File: config.mk
export PLATFORM = sky130hd
export DESIGN_NAME = ps2_rx_fifo
export DESIGN_NICKNAME = d
export VERILOG_FILES = /design/src/rtl/ps2_rx_fifo.sv
export SDC_FILE = /design/constraint.sdc
export NUM_CORES = 1
export LEC_CHECK = 0
export ABC_AREA = 0
export BUFFER_PORTS_ARGS = -buffer_cell sky130_fd_sc_hd__buf_2
export CORE_MARGIN = 1.5
export CORE_UTILIZATION = 65
export DETAILED_ROUTE_END_ITERATION = 8
export GPL_TIMING_DRIVEN = 0
export HOLD_SLACK_MARGIN = 0.1
export PLACE_DENSITY_LB_ADDON = 0.25
export RECOVER_POWER = 25
export SYNTH_ARGS = -nofsm -noshare
export SYNTH_HDL_FRONTEND = slang
export SYNTH_SLANG_ARGS = --single-unit
File: constraint.sdc
create_clock -name clk -period 5.4 [get_ports clk]
set_clock_uncertainty 0.05 [all_clocks]
set_input_delay 0 -clock clk [delete_from_list [all_inputs] [get_ports clk]]
set_output_delay 0 -clock clk [all_outputs]
set_load 0.05 [all_outputs]
File: src/rtl/ps2_rx_fifo.sv
// ps2_rx_fifo
// Receives PS/2 keyboard frames, validates start/odd-parity/stop, aborts
// frames that stall, folds E0/F0 prefixes into 10-bit codes {ext, brk, scan}
// and queues them in a show-ahead FIFO with a valid/ready interface.
//
// Optional build macro: PS2_RX_TYPEMATIC_FILTER_EN
//   When defined, repeated make codes (keyboard auto-repeat) are discarded
//   until the matching break code or a different make code is seen.
//
// Ports:
//   clk, rst     system clock; asynchronous active-high reset
//   ps2_clk      raw PS/2 clock pin
//   ps2_data     raw PS/2 data pin
//   code_data    FIFO head {ext, brk, scan[7:0]}, 0 when empty
//   code_valid   FIFO not empty
//   code_ready   consumer accepts the head this cycle
//   fifo_count   current FIFO occupancy
//   frame_err    one-cycle pulse on a parity/start/stop/timeout error
//   overflow     sticky; a code was dropped because the FIFO was full
//   clr_err      synchronous clear of overflow (a new overflow wins)
module ps2_rx_fifo #(
  parameter int SYNC_STAGES    = 3,
  parameter int FIFO_DEPTH     = 8,
  parameter int TIMEOUT_CYCLES = 100000
) (
  input  logic                          clk,
  input  logic                          rst,
  input  logic                          ps2_clk,
  input  logic                          ps2_data,
  output logic [9:0]                    code_data,
  output logic                          code_valid,
  input  logic                          code_ready,
  output logic [$clog2(FIFO_DEPTH):0]   fifo_count,
  output logic                          frame_err,
  output logic                          overflow,
  input  logic                          clr_err
);

  localparam int PW = $clog2(FIFO_DEPTH);
  localparam int CW = PW + 1;
  localparam int TW = $clog2(TIMEOUT_CYCLES + 1);

  typedef enum logic [1:0] {IDLE, RECV, CHECK} state_t;

  // ---------------------------------------------------------------------
  // Synchronisers and falling-edge detect. Reset to 1 (idle bus) so that
  // releasing reset never manufactures a falling edge.
  // ---------------------------------------------------------------------
  logic [SYNC_STAGES-1:0] clk_sync, data_sync;
  logic                   clk_prev;
  logic                   fall, bit_in;

  // NOTE: every clocked process uses non-blocking assignments so that all
  // flops update together and the order of statements cannot create races.
  always_ff @(posedge clk or posedge rst) begin
    if (rst) begin
      clk_sync  <= '1;
      data_sync <= '1;
      clk_prev  <= 1'b1;
    end else begin
      clk_sync  <= {clk_sync[SYNC_STAGES-2:0], ps2_clk};
      data_sync <= {data_sync[SYNC_STAGES-2:0], ps2_data};
      clk_prev  <= clk_sync[SYNC_STAGES-1];
    end
  end

  assign fall   = clk_prev & ~clk_sync[SYNC_STAGES-1];
  assign bit_in = data_sync[SYNC_STAGES-1];

  // ---------------------------------------------------------------------
  // Frame receiver FSM
  // Bits shift in at the MSB, so after 11 falls: [0]=start, [8:1]=data,
  // [9]=parity, [10]=stop.
  // ---------------------------------------------------------------------
  state_t          state, state_nxt;
  logic [10:0]     shreg;
  logic [3:0]      bitcnt;
  logic [TW-1:0]   timer;
  logic            ext, brk, ext_nxt, brk_nxt;
  logic            err, code_done, frame_ok;
  logic [7:0]      frame_byte;
  logic [9:0]      code_in;

  assign frame_byte = shreg[8:1];
  assign frame_ok   = ~shreg[0] & shreg[10] & (^shreg[9:1]);
  assign code_in    = {ext, brk, frame_byte};

  always_ff @(posedge clk or posedge rst) begin
    if (rst) state <= IDLE;
    else     state <= state_nxt;
  end

  // NOTE: every output of this block gets a default first; a path that left
  // one unassigned would infer a latch.
  always_comb begin
    state_nxt = state;
    err       = 1'b0;
    code_done = 1'b0;
    ext_nxt   = ext;
    brk_nxt   = brk;
    case (state)
      IDLE:  if (fall) state_nxt = RECV;
      RECV: begin
        if (fall) begin
          if (bitcnt == 4'd10) state_nxt = CHECK;
        end else if (timer == TW'(TIMEOUT_CYCLES - 1)) begin
          err       = 1'b1;
          ext_nxt   = 1'b0;
          brk_nxt   = 1'b0;
          state_nxt = IDLE;
        end
      end
      CHECK: begin
        state_nxt = IDLE;
        if (!frame_ok) begin
          err     = 1'b1;
          ext_nxt = 1'b0;
          brk_nxt = 1'b0;
        end else if (frame_byte == 8'hE0) begin
          ext_nxt = 1'b1;
        end else if (frame_byte == 8'hF0) begin
          brk_nxt = 1'b1;
        end else begin
          code_done = 1'b1;
          ext_nxt   = 1'b0;
          brk_nxt   = 1'b0;
        end
      end
      default: state_nxt = IDLE;
    endcase
  end

  always_ff @(posedge clk or posedge rst) begin
    if (rst) begin
      shreg     <= '0;
      bitcnt    <= '0;
      timer     <= '0;
      ext       <= 1'b0;
      brk       <= 1'b0;
      frame_err <= 1'b0;
    end else begin
      frame_err <= err;
      ext       <= ext_nxt;
      brk       <= brk_nxt;
      case (state)
        IDLE: if (fall) begin
          shreg  <= {bit_in, shreg[10:1]};
          bitcnt <= 4'd1;
          timer  <= '0;
        end
        RECV: if (fall) begin
          shreg  <= {bit_in, shreg[10:1]};
          bitcnt <= bitcnt + 4'd1;
          timer  <= '0;
        end else begin
          timer  <= timer + TW'(1);
        end
        default: ;
      endcase
    end
  end

  // ---------------------------------------------------------------------
  // Optional typematic filter: drop a make code identical to the last one.
  // ---------------------------------------------------------------------
  logic push_req;

`ifdef PS2_RX_TYPEMATIC_FILTER_EN
  logic [9:0] last_make;
  logic       lm_valid;
  logic       is_repeat, brk_match;

  assign is_repeat = ~brk & lm_valid & (code_in == last_make);
  assign brk_match = brk & ({ext, frame_byte} == {last_make[9], last_make[7:0]});
  assign push_req  = code_done & ~is_repeat;

  always_ff @(posedge clk or posedge rst) begin
    if (rst) begin
      last_make <= '0;
      lm_valid  <= 1'b0;
    end else if (code_done) begin
      if (brk_match) begin
        lm_valid <= 1'b0;
      end else if (!brk && !is_repeat) begin
        last_make <= code_in;
        lm_valid  <= 1'b1;
      end
    end
  end
`else
  assign push_req = code_done;
`endif

  // ---------------------------------------------------------------------
  // Show-ahead FIFO. A push into a full FIFO succeeds only if the head is
  // popped in the same cycle; otherwise the code is dropped.
  // ---------------------------------------------------------------------
  logic [9:0]    mem [FIFO_DEPTH];
  logic [PW-1:0] wr_ptr, rd_ptr;
  logic [CW-1:0] count;
  logic          pop, push, full;

  assign full       = (count == CW'(FIFO_DEPTH));
  assign code_valid = (count != '0);
  assign pop        = code_valid & code_ready;
  assign push       = push_req & (~full | pop);
  assign code_data  = code_valid ? mem[rd_ptr] : '0;
  assign fifo_count = count;

  // NOTE: the storage array has no reset; code_valid gates every read, so
  // stale contents are never visible and the array maps onto plain RAM.
  always_ff @(posedge clk) begin
    if (push) mem[wr_ptr] <= code_in;
  end

  always_ff @(posedge clk or posedge rst) begin
    if (rst) begin
      wr_ptr   <= '0;
      rd_ptr   <= '0;
      count    <= '0;
      overflow <= 1'b0;
    end else begin
      if (push) wr_ptr <= wr_ptr + PW'(1);
      if (pop)  rd_ptr <= rd_ptr + PW'(1);
      case ({push, pop})
        2'b10:   count <= count + CW'(1);
        2'b01:   count <= count - CW'(1);
        default: ;
      endcase
      if (push_req && full && !pop) overflow <= 1'b1;
      else if (clr_err)             overflow <= 1'b0;
    end
  end

endmodule

# Word-level counts from Yosys, hierarchy flattened
# Memory sizes are Yosys's and may differ from the RTL's.
# Index checks and enable logic that the tools add are counted.
# word_totals
ram_bits,80
word_cells,99
in_bits,6
latch_bits,0
ff_bits,55
rom_bits,0
n_memories,1
# memory_table
name,depth,word_bits,rd,rd_clocked_by_memory_dff,wr,line,text
mem,8,10,1,0,1,198,logic [9:0] mem [FIFO_DEPTH];
# classes
n_reduce_logical,17
n_mux,35
eq_ne,17
shift,0
bitwise_logic,9
n_mul,0
div_mod_pow,0
n_lt_le_gt_ge,0
n_addsub,6
# op_table
op,count
$mux W17,2
$pmux W17 S2,1
$mux W1,19
$add A17 B1 Y17 const B,1
$eq A17 B17 Y1 const B,1
$eq A8 B8 Y1 const B,2
$pmux W4 S2,2
$mux W10,1
$ne A3 B3 Y1 const B,3
$reduce_xor A9 Y1,1
$add A4 B1 Y4 const B,2
$eq A4 B4 Y1 const B,2
$mux W2,4
$mux W4,2
$ne A2 B2 Y1 const B,4
$reduce_and A4 Y1,2
$reduce_bool A2 Y1,4
$add A3 B1 Y3 const B,2
$pmux W1 S2,3
$reduce_and A3 Y1,2
$and A1 B1 Y1,5
$eq A2 B1 Y1 const B,2
$eq A2 B2 Y1 const B,2
$ne A4 B4 Y1 const B,1
10 further kinds,14

# Longest topological paths before layout
# Gate-level depths: netlist of run 1.
# depth
word_depth,8
mapped_depth,12
depth_no_buf,12

# Least setup slack after synthesis of run 1
# No wires, ideal clock.
# synth_timing
path_kind,reg-to-reg
startpoint,reg shreg[7]
endpoint,"mem mem[0][0], enable pin"
setup_time_ps,390
n_path_buf,0
slack_ps,2414
stages_incl_launch_ff,7
required_ps,4960
synth_period_minus_slack_ps,2986
arrival_ps,2547
path_cell_list,dfrtp_1 -> ha_1 -> xnor3_2 -> xnor2_2 -> nor3b_2 -> nand2b_1 -> nor3_1
# synth_via
elab_chain_cells,8
elab_cells_between_ends,11
# synth_rtl
element,line,text
from (decl),76,logic [10:0] shreg;
from (signal assigned),147,"shreg <= {bit_in, shreg[10:1]};"
from (signal assigned),152,"shreg <= {bit_in, shreg[10:1]};"
$eq A8 B8 Y1,121,end else if (frame_byte == 8'hF0) begin
$mux W1,121,
$mux W1,119,end else if (frame_byte == 8'hE0) begin
$mux W1 *,115,if (!frame_ok) begin
$mux W1 *,101,case (state)
$and A1 B1 Y1 *,206,assign push = push_req & (~full | pop);
$mux W1 *,213,if (push) mem[wr_ptr] <= code_in;
$mux W1 (not written as such) *,213,
to (decl),198,
# Every way passes the cells marked *; elsewhere a longest branch is shown, timed or not.

# Worst setup path in the final report of run 1
# layout_timing
startpoint,reg shreg[7]
endpoint,"mem mem[3][1], enable pin"
# Same word-level chain as after synthesis.

==> results.json, run 1 <==
{
  "yosysMostFrequentCell": "edfxtp_1",
  "finalHoldViolations": 0,
  "max-cap-violations": 0,
  "period_minus_slack_ns": 3.438,
  "reg2reg_slack_ns": 1.96,
  "vias": 3454,
  "utilization": 0.7803,
  "cp.required_ns": 5.48,
  "setup_tns_ns": 0,
  "worstSetupEndpointType": "flip-flop",
  "r2r-start": "shreg[7]",
  "core-area_mm2": 0.008721,
  "synthFlopType": "edfxtp_1",
  "cts_resized": 0,
  "synth_seq_cells": 135,
  "ant_nets": 0,
  "hold_class": "reg2reg",
  "port_buffers": 22,
  "drive_gt1_frac": 0.1975,
  "met1_usage": 0.3178,
  "cpMaxStageDelayCell": "nor2_1",
  "rsz0062_at_grt": "false",
  "drt_pass1_iterations": 5,
  "start_util": 0.6694,
  "cts_tree": "built",
  "cts_setup_buffers": 0,
  "fmax_mhz": 290.9,
  "synth_area_mm2": 0.005838,
  "cp.arrival_ns": 3.52,
  "path_clk_slew_ns": 0.06,
  "wl_per_cell_um": 19.16,
  "crit_path_cell_trace": "ha_1, xnor3_2, xnor2_2, nor3b_2, nand2_1, nor2_1",
  "ys_top_cells_by_area": "edfxtp_1, dfrtp_1, mux4_2, ha_1, dfstp_2",
  "status": "finished, final reports clean",
  "die_y_um": 97.77,
  "cts.sinks": 135,
  "power.leakage_nw": 2.679,
  "area_delta_synth_final_pct": 16.57,
  "synth_area_leader_cell": "edfxtp_1",
  "gr-total-overflow": 0,
  "grt_pass1_wl_um": 17950,
  "dp_hpwl_um": 6883,
  "crit_type": "reg2reg",
  "power.switching_mw": 1.351,
  "hold_depth": 0,
  "slowest_delay_ns": 0.92,
  "async_flop_share": 0.4074,
  "p_comb_frac": 0.327,
  "clk_latency_ns": 0.51,
  "die_x_um": 97.77,
  "htreeDepth": 4,
  "final.period_utilization": 0.6367,
  "grt_pass1_vias": 3471,
  "ios": 23,
  "p_seq_frac": 0.370,
  "reg2regPathDepth": 6,
  "rows": 34,
  "seq_area_frac_synth": 0.6487,
  "syn_inst": 407,
  "yosysWarnings": 0,
  "use_met3": 0.05082,
  "p_int_mw": 2.481,
  "gp_congestion": 0.7985,
  "antenna_found_initial": 0,
  "grt_usage": 0.2527,
  "synth_edf_count": 80,
  "cp-start-kind": "flip-flop",
  "swShare": 0.3526,
  "peakVddDrop_uv": 314.2,
  "min_from": "data_sync[1]",
  "slew_viol_final": 0,
  "p_clk_frac": 0.304,
  "relSlewSlack": 0.2228,
  "p_per_area_mw_per_mm2": 563.1,
  "drt-initial-drc-count": 290,
  "power.total_mw": 3.832,
  "yosysUniqueCellTypes": 51,
  "dieArea_mm2": 0.009559,
  "cts_root_buf": "clkbuf_8",
  "syn_nets": 429,
  "grtUsageMet2": 0.4316,
  "r2r_end": "mem[3][1]",
  "synth_area_per_cell_um2": 14.34,
  "cp_max_fo": 11,
  "nets": 480,
  "drc": 0,
  "n_antenna_cell": 0,
  "cts_inserted_buffers": 17,
  "via_per_inst": 5.965,
  "grt_start_max_net_pins": 29,
  "startpoint": "shreg[7]",
  "tightest_slew_ns": 1.162,
  "holdPathEnd": "data_sync[2]",
  "final.fill_count": 473,
  "synthTopCellsByCount": "edfxtp_1, dfrtp_1, nand2_1",
  "setup_viol": 0,
  "cts_buffer_depth": 2,
  "synth_top_area_frac": 0.4115,
  "grt-busiest-layer": "met2",
  "wirelength_um": 11090
}
[metrics by stage]
| step | hold WS (ns) | cell area (µm²) | instances | worst slack (ns) |
|---|---|---|---|---|
| after detailed placement | 0.05772 | 6113 | 538 | 1.969 |
| after global placement | 0.05588 | 6083 | 537 | 1.653 |
| after CTS | 0.3066 | 6805 | 579 | 1.935 |
| after global routing | 0.3085 | 6805 | 579 | 1.748 |
| final | 0.3060 | 6805 | 579 | 1.962 |
| after floorplan | -0.04552 | 5838 | 407 | 2.414 |
[area by class of cell]
type                    count  area (µm²)  share of cell area
clock inverters            12       176.4             0.02592
inverters                  17       63.81            0.009377
flip-flops and latches    135        3787              0.5565
clock buffers              20       425.4             0.06251
multi-input cells         243        1948              0.2863
repair buffers             32       220.2             0.03236
well taps                 108       135.1             0.01986
plain buffers              12       48.80            0.007170
[worst max-delay path: cells and delay by family (launching register included)]
kind	cells	cell delay, ns
flops	1	0.50
xor+xnor	2	0.64
simple gates	3	1.52
fa+ha+maj	1	0.34
[power groups by stage]
stage / sequential (mW) / combinational, mW / clock [mW]
after floorplan: 1.44 / 0.951 / 0
after global placement: 1.42 / 1.23 / 0
after detailed placement: 1.43 / 1.26 / 0
after CTS: 1.41 / 1.27 / 1.18
after global routing: 1.44 / 1.36 / 1.22
final: 1.42 / 1.25 / 1.16
[state kept, by name (all words and copies together), names as in the netlist]
register	flops
clk_prev	1
overflow	1
bitcnt	4
brk	1
fifo_count	4
data_sync	3
ext	1
frame_err	1
mem	80
clk_sync	3
wr_ptr	3
timer	17
state	2
rd_ptr	3
shreg	11
[what timing repair did]
item	CTS	global route
endpoints found under the hold margin	64	0
setup endpoints to repair	0	0
hold buffers	9	0
[placed cells by master, fill, tap and decap left out, drive strengths merged, types with 2 or more instances in the layout]
| cell type | instances |
|---|---|
| xor2 | 11 |
| nor2 | 37 |
| nor3 | 5 |
| ha | 15 |
| dlygate4sd3 | 9 |
| dfstp | 7 |
| bufinv | 4 |
| inv | 19 |
| mux2i | 12 |
| a32o | 2 |
| nand4 | 5 |
| o22ai | 2 |
| clkinvlp | 2 |
| mux4 | 20 |
| nand2b | 6 |
| dfrtp | 48 |
| nor3b | 3 |
| a22o | 5 |
| a21oi | 2 |
| clkbuf | 29 |
| a211oi | 2 |
| o21bai | 2 |
| nor4b | 2 |
| nand3 | 9 |
| nand2 | 44 |
| edfxtp | 80 |
| a21o | 4 |
| and2 | 2 |
| xnor2 | 10 |
| nand3b | 4 |
| clkinv | 4 |
| and3 | 3 |
| o21ai | 17 |
| buf | 26 |
| nor4 | 2 |
| mux2 | 3 |
[cells by family (layout without fill, tap and decap cells)]
logic type,Yosys count,count (layout),synth area share
buffers and inverters,29,93,0.01929
xor gates and xnor gates,22,22,0.03686
and+or+nand+nor,126,126,0.1014
adders and majority gates,16,16,0.03558
AOI/OAI and AO/OA,44,44,0.05401
muxes,35,35,0.1042
DFF,135,135,0.6487
[worst max-delay path by stage]
stage | endpoint | slack (ns) | cells past startpoint
global route | mem[5][5] | 1.75 | 6
CTS | mem[5][5] | 1.94 | 6
global placement | mem[0][0] | 1.65 | 6
detailed placement | mem[5][7] | 1.97 | 6
finish | mem[3][1] | 1.96 | 6
floorplan | mem[0][0] | 2.41 | 6
[layer usage]
layer,vias up,routed length (µm),share of wire
met5,-,0,0
met1,1752,4789,0.43
met3,13,416,0.037
met4,0,133,0.012
li1,1609,-,-
met2,80,5755,0.52
(Power assumes the default switching activity.)
==> inputs of run 2 (changes only) <==
--- a/config.mk
+++ b/config.mk
@@ -8,7 +8,7 @@
 export ABC_AREA = 0
 export BUFFER_PORTS_ARGS = -buffer_cell sky130_fd_sc_hd__buf_2
 export CORE_MARGIN = 1.5
-export CORE_UTILIZATION = 65
+export CORE_UTILIZATION = 55
 export DETAILED_ROUTE_END_ITERATION = 8
 export GPL_TIMING_DRIVEN = 0
 export HOLD_SLACK_MARGIN = 0.1
==> constraint.sdc (replaced) <==
create_clock -name clk -period 2.8 [get_ports clk]
set_clock_uncertainty 0.05 [all_clocks]
set_input_delay 0 -clock clk [delete_from_list [all_inputs] [get_ports clk]]
set_output_delay 0 -clock clk [all_outputs]
set_load 0.05 [all_outputs]
==> run 2 against run 1 <==
Against the previous run: sequential power is 90% higher; count of clock-buffer cells in the layout stayed put; clock power is 94% higher; cell count is 7.9% higher; die area is 18% higher; core utilization is 8.6 points lower; sequential share of layout area is 2.7 points lower; setup slack worse by 1.9 ns; highest routed layer unchanged.
==> results.json, run 2 (synthesis gave the netlist of run 1 again) <==
{
  "slowest_delay_ns": 0.46,
  "drt_pass1_iterations": 4,
  "cts_inserted_buffers": 17,
  "p_per_area_mw_per_mm2": 1084,
  "nets": 498,
  "path_clk_slew_ns": 0.06,
  "cts_tree": "built",
  "clk_latency_ns": 0.52,
  "final_common_cell": "edfxtp_1",
  "drc": 0,
  "final.fill_count": 647,
  "gr-total-overflow": 0,
  "via_per_inst": 5.717,
  "ant_nets": 0,
  "relSlewSlack": 0.4212,
  "area_delta_synth_final_pct": 22.85,
  "vias": 3573,
  "fmax_mhz": 359.8,
  "slew_viol_final": 0,
  "final.period_utilization": 0.9927,
  "gp_congestion": 0.7945,
  "reg2regPathDepth": 9,
  "period_minus_slack_ns": 2.780,
  "cp_max_fo": 5,
  "grt_pass1_vias": 3634,
  "reg2reg_slack_ns": 0.02,
  "hold_class": "reg2reg",
  "cp.arrival_ns": 3.14,
  "n_antenna_cell": 0,
  "reg_top3": "mem (80), timer (17), shreg (11)",
  "cp.required_ns": 3.16,
  "start_util": 0.5655,
  "finalHoldViolations": 0,
  "die_y_um": 106.0,
  "cpMaxStageDelayCell": "xnor3_2",
  "drt-initial-drc-count": 194,
  "layout.cells.most_common_list": "edfxtp_1, nand2_1, dfrtp_1",
  "core-area_mm2": 0.01032,
  "wl_per_cell_um": 18.85,
  "holdPathEnd": "data_sync[1]",
  "utilization": 0.6947,
  "tightest_slew_ns": 0.8683,
  "power.total_mw": 7.777,
  "setup_viol": 0,
  "post-place-ws_ns": -0.6059,
  "power.leakage_nw": 2.761,
  "grt_start_max_net_pins": 32,
  "grt_usage": 0.2314,
  "hold_depth": 0,
  "cts_root_buf": "clkbuf_8",
  "die_x_um": 106.0,
  "r2r_end": "fifo_count[2]",
  "setup_tns_ns": 0,
  "min_from": "data_sync[0]",
  "port_buffers": 22,
  "htreeDepth": 4,
  "multi_input_area_mm2": 0.002072,
  "max-cap-violations": 0,
  "largest_reg_flops": 80,
  "cp-start-kind": "flip-flop",
  "drive_gt1_frac": 0.2761,
  "setup_ws_ns": 0.02036,
  "peakVddDrop_uv": 699.7,
  "placedInstanceArea_mm2": 0.006148,
  "cts_buffer_depth": 2,
  "regMostFlops": "mem",
  "seq_area_mm2": 0.003796,
  "grt_pass1_wl_um": 19080,
  "wirelength_um": 11780,
  "cts.sinks": 135,
  "rows": 37,
  "worstSetupEndpointType": "flip-flop",
  "crit_type": "reg2reg",
  "ios": 23,
  "dieArea_mm2": 0.01124,
  "design_area_mm2": 0.007172,
  "status": "finished, final reports clean",
  "dp_hpwl_um": 6866,
  "r2r-start": "shreg[4]",
  "crit_path_cell_trace": "inv_2, ha_4, xnor3_2, xnor2_4, o21ai_2, buf_4, fa_1, xnor2_1, mux2_4",
  "antenna_found_initial": 0
}
## run 2: changes by cell type in the layout (fill, tap and decap cells not counted), moves of 5 or more
| cell | delta |
|---|---|
| dfrtp_1 | -7 |
| buf_12 | +5 |
| nor2_1 | -6 |
| buf_4 | +13 |
| nor2_4 | +6 |
| dfrtp_2 | +7 |
## run 2: per-layer routing
layer  track usage  wire [µm]  share of wire
met3       0.05150        490          0.042
met2        0.3929       6152           0.52
met1        0.2879       4865           0.41
met5             0          0              0
met4       0.09846        275          0.023
## run 2: critical path, delay by kind of cell, from the launching register on
family	cells	cell delay, ns
adders and majority gates	2	0.66
DFF	1	0.39
AOI/OAI and AO/OA	1	0.12
xor gates and xnor gates	3	0.93
muxes	1	0.27
buffers and inverters	2	0.25
## run 2: worst max path at each step
stage,start,to,cells past startpoint
final,shreg[4],fifo_count[2],9
after global routing,shreg[4],fifo_count[2],9
after CTS,shreg[4],mem[0][4],8
after detailed placement,shreg[7],mem[7][2],6
after global placement,shreg[8],mem[6][2],6
after floorplan,shreg[7],fifo_count[3],11
## run 2: timing repair
item                                    4_1_cts  5_1_grt
endpoints found under the setup margin       81       81
hold endpoints to repair                     62        0
resized for setup                            21       12
hold buffers                                  9        0
buffers inserted                             14        4
pin swaps                                     9        8
## run 2: per-stage QoR
stage,hold slack (ns),cells
after CTS,0.3051,621
final,0.3043,625
after detailed placement,0.03056,566
after global placement,0.05520,565
after floorplan,-0.04552,407
after global routing,0.3069,625
## run 2: power breakdown
| group | internal [mW] | switching [mW] | leakage, nW |
|---|---|---|---|
| clock network | 1.44 | 0.809 | 0.281 |
| logic | 1.12 | 1.70 | 1.05 |
| registers | 2.44 | 0.266 | 1.42 |
## run 2: cell type report
cell class | instances | share of cell area
Buffer | 12 | 0.006804
Clock buffer | 20 | 0.05932
Clock inverter | 12 | 0.02477
Inverter | 17 | 0.008897
Multi-Input combinational cell | 243 | 0.2889
Sequential cell | 135 | 0.5293
Tap cell | 136 | 0.02373
Timing Repair Buffer | 50 | 0.05827
==> inputs of run 3 (changes only) <==
--- a/config.mk
+++ b/config.mk
@@ -5,7 +5,7 @@
 export SDC_FILE = /design/constraint.sdc
 export NUM_CORES = 1
 export LEC_CHECK = 0
-export ABC_AREA = 0
+export ABC_AREA = 1
 export BUFFER_PORTS_ARGS = -buffer_cell sky130_fd_sc_hd__buf_2
 export CORE_MARGIN = 1.5
 export CORE_UTILIZATION = 55
==> run 3 against run 2 <==
Against the previous run: combinational power increased by 12%; fmax increased by 3.7%; count of clock-buffer cells in the layout increased by 5; routed wire length increased by 13%; worst hold slack got worse by 0.00057 ns; synthesized cell count increased by 42%; clock power decreased by 5%; die area increased by 2.5%; first-iteration DRC count increased by 37%; critical path type is now reg2out; critical endpoint is now code_data[9]; largest cell class unchanged; highest routed layer unchanged.
==> results.json, run 3 <==
{
  "vias": 4448,
  "layout.cells.most_common_list": "nor2_1, edfxtp_1, nand2_1",
  "syn_inst": 577,
  "holdWs_ns": 0.3037,
  "fmax_mhz": 372.9,
  "grt_pass1_vias": 4334,
  "cpMaxStageDelayCell": "clkbuf_1",
  "wl_per_cell_um": 16.71,
  "post-place-ws_ns": -0.4442,
  "ant_nets": 0,
  "design_area_mm2": 0.007189,
  "port_buffers": 22,
  "worstSetupEndpointType": "output port",
  "cp.required_ns": 2.75,
  "dp_hpwl_um": 8811,
  "path_buf_inv": 4,
  "dieArea_mm2": 0.01153,
  "relSlewSlack": 0.6048,
  "cts_tree": "built",
  "grt_pass1_wl_um": 20980,
  "final.fill_count": 756,
  "drive_gt1_frac": 0.1662,
  "die_x_um": 107.4,
  "multi_input_area_mm2": 0.001974,
  "synth_area_per_cell_um2": 10.38,
  "power.leakage_nw": 2.844,
  "yosysMostFrequentCell": "nor2_1",
  "crit_type": "reg2out",
  "cts.sinks": 135,
  "placedInstanceArea_mm2": 0.006296,
  "gp_congestion": 0.8774,
  "syn_nets": 599,
  "seq_area_mm2": 0.003796,
  "slew_viol_final": 0,
  "largest_reg_flops": 80,
  "nets": 671,
  "n_antenna_cell": 0,
  "crit_cells": 8,
  "critical_path.top_delay_family": "buffers and inverters",
  "antenna_found_initial": 0,
  "reg2regPathDepth": 15,
  "synth_area_leader_cell": "edfxtp_1",
  "cts_root_buf": "clkbuf_8",
  "setup_ws_ns": 0.1183,
  "p_per_area_mw_per_mm2": 1103,
  "slowest_delay_ns": 0.42,
  "tightest_slew_ns": 0.5928,
  "p_int_mw": 4.668,
  "synth_edf_count": 80,
  "cp-start-kind": "flip-flop",
  "clk_latency_ns": 0.53,
  "period_minus_slack_ns": 2.682,
  "cts_inserted_buffers": 17,
  "peakVddDrop_uv": 656.2,
  "p_seq_frac": 0.334,
  "via_per_inst": 5.574,
  "finalHoldViolations": 0,
  "cts_buffer_depth": 2,
  "synth_area_mm2": 0.005991,
  "reg2reg_slack_ns": 0.20,
  "htreeDepth": 4,
  "power.switching_mw": 3.263,
  "cp.arrival_ns": 2.63,
  "core-area_mm2": 0.01046,
  "final_common_cell": "nor2_1",
  "synth_top_area_frac": 0.4010,
  "ys_top_cells_by_area": "edfxtp_1, dfrtp_1, nor2_1, nand2_1, o21ai_0",
  "p_comb_frac": 0.397,
  "reg_top3": "mem (80), timer (17), shreg (11)",
  "area_delta_synth_final_pct": 20.01,
  "setup_tns_ns": 0,
  "swShare": 0.4114,
  "async_flop_share": 0.4074,
  "synthTopCellsByCount": "nor2_1, edfxtp_1, nand2_1",
  "regMostFlops": "mem",
  "hold_depth": 0,
  "synth_seq_cells": 135,
  "start_util": 0.5726,
  "yosysUniqueCellTypes": 40,
  "yosysWarnings": 0,
  "path_clk_slew_ns": 0.06,
  "final.period_utilization": 0.9578,
  "wirelength_um": 13330,
  "drt-initial-drc-count": 266,
  "drc": 0,
  "rows": 37,
  "crit_path_cell_trace": "clkbuf_1, inv_1, clkbuf_1, o21ai_0, o22ai_1, o21ai_0, a31oi_1, buf_2",
  "ios": 23,
  "hold_class": "reg2reg",
  "grt_start_max_net_pins": 40,
  "p_clk_frac": 0.269,
  "rsz0062_at_grt": "false",
  "drt_pass1_iterations": 5,
  "seq_area_frac_synth": 0.6322,
  "cp_max_fo": 10,
  "synthFlopType": "edfxtp_1",
  "grt_usage": 0.2460,
  "gr-total-overflow": 0,
  "status": "finished, final reports clean",
  "max-cap-violations": 0,
  "setup_viol": 0,
  "die_y_um": 107.4
}
[run 3: cell count changes after synthesis, sizes merged, moves of 10 or more]
| cell | delta |
|---|---|
| o22ai | +10 |
| a31oi | +14 |
| mux4 | -20 |
| inv | +44 |
| nand2 | +34 |
| mux2i | -12 |
| o21ai | +58 |
| nor2 | +57 |
[run 3: worst paths after layout]
| path | startpoint | end |
|---|---|---|
| setup / recovery | rd_ptr[0] | code_data[9] |
| hold / removal | data_sync[1] | data_sync[2] |
| setup reg to reg | shreg[3] | mem[6][2] |
| min in group asynchronous | rst | rd_ptr[0] |
| max in group asynchronous | rst | data_sync[0] |
| hold reg to reg | data_sync[1] | data_sync[2] |
[run 3: logic make-up (layout without fill, tap and decap cells)]
group | count (synthesis) | count (layout) | synth area share
and+or+nand+nor | 217 | 217 | 0.1604
DFF | 135 | 135 | 0.6322
AOI/OAI and AO/OA | 117 | 117 | 0.1065
buffers and inverters | 83 | 168 | 0.05305
adders and majority gates | 16 | 16 | 0.03467
xor gates and xnor gates | 9 | 9 | 0.01316
[run 3: power groups by stage]
| stage | registers, mW | logic, mW | clock network (mW) |
|---|---|---|---|
| after floorplan | 2.76 | 2.07 | 0 |
| after global placement | 2.75 | 2.77 | 0 |
| after detailed placement | 2.78 | 2.88 | 0 |
| after CTS | 2.70 | 3.00 | 2.14 |
| after global routing | 2.67 | 3.42 | 2.24 |
| final | 2.65 | 3.15 | 2.14 |
[run 3: metrics by stage]
stage / power, mW / util / cells
final: 7.930 / 0.6872 / 798
after global routing: 8.329 / 0.6872 / 798
after CTS: 7.843 / 0.6777 / 783
after detailed placement: 5.653 / 0.6018 / 736
after global placement: 5.523 / 0.5994 / 735
after floorplan: 4.830 / - / 577
[run 3: layer usage]
metal	GRT usage	vias up	wire, µm
li1	-	2132	-
met1	0.2946	2139	5351
met2	0.4249	137	6929
met3	0.04661	40	660
met4	0.1241	0	392
met5	0	-	0
[run 3: cell type report]
class	count	area share
Clock buffer	25	0.07188
Clock inverter	7	0.009050
Buffer	20	0.01131
Sequential cell	135	0.5280
Multi-Input combinational cell	359	0.2746
Tap cell	136	0.02367
Timing Repair Buffer	53	0.04856
Inverter	63	0.03289
[run 3: what timing repair did]
action | CTS | global route
pin swaps | 2 | 2
setup buffers | 6 | 15
hold buffers | 9 | 0
resized for setup | 22 | 5
endpoints found under the hold margin | 68 | 0
setup endpoints to repair | 81 | 32
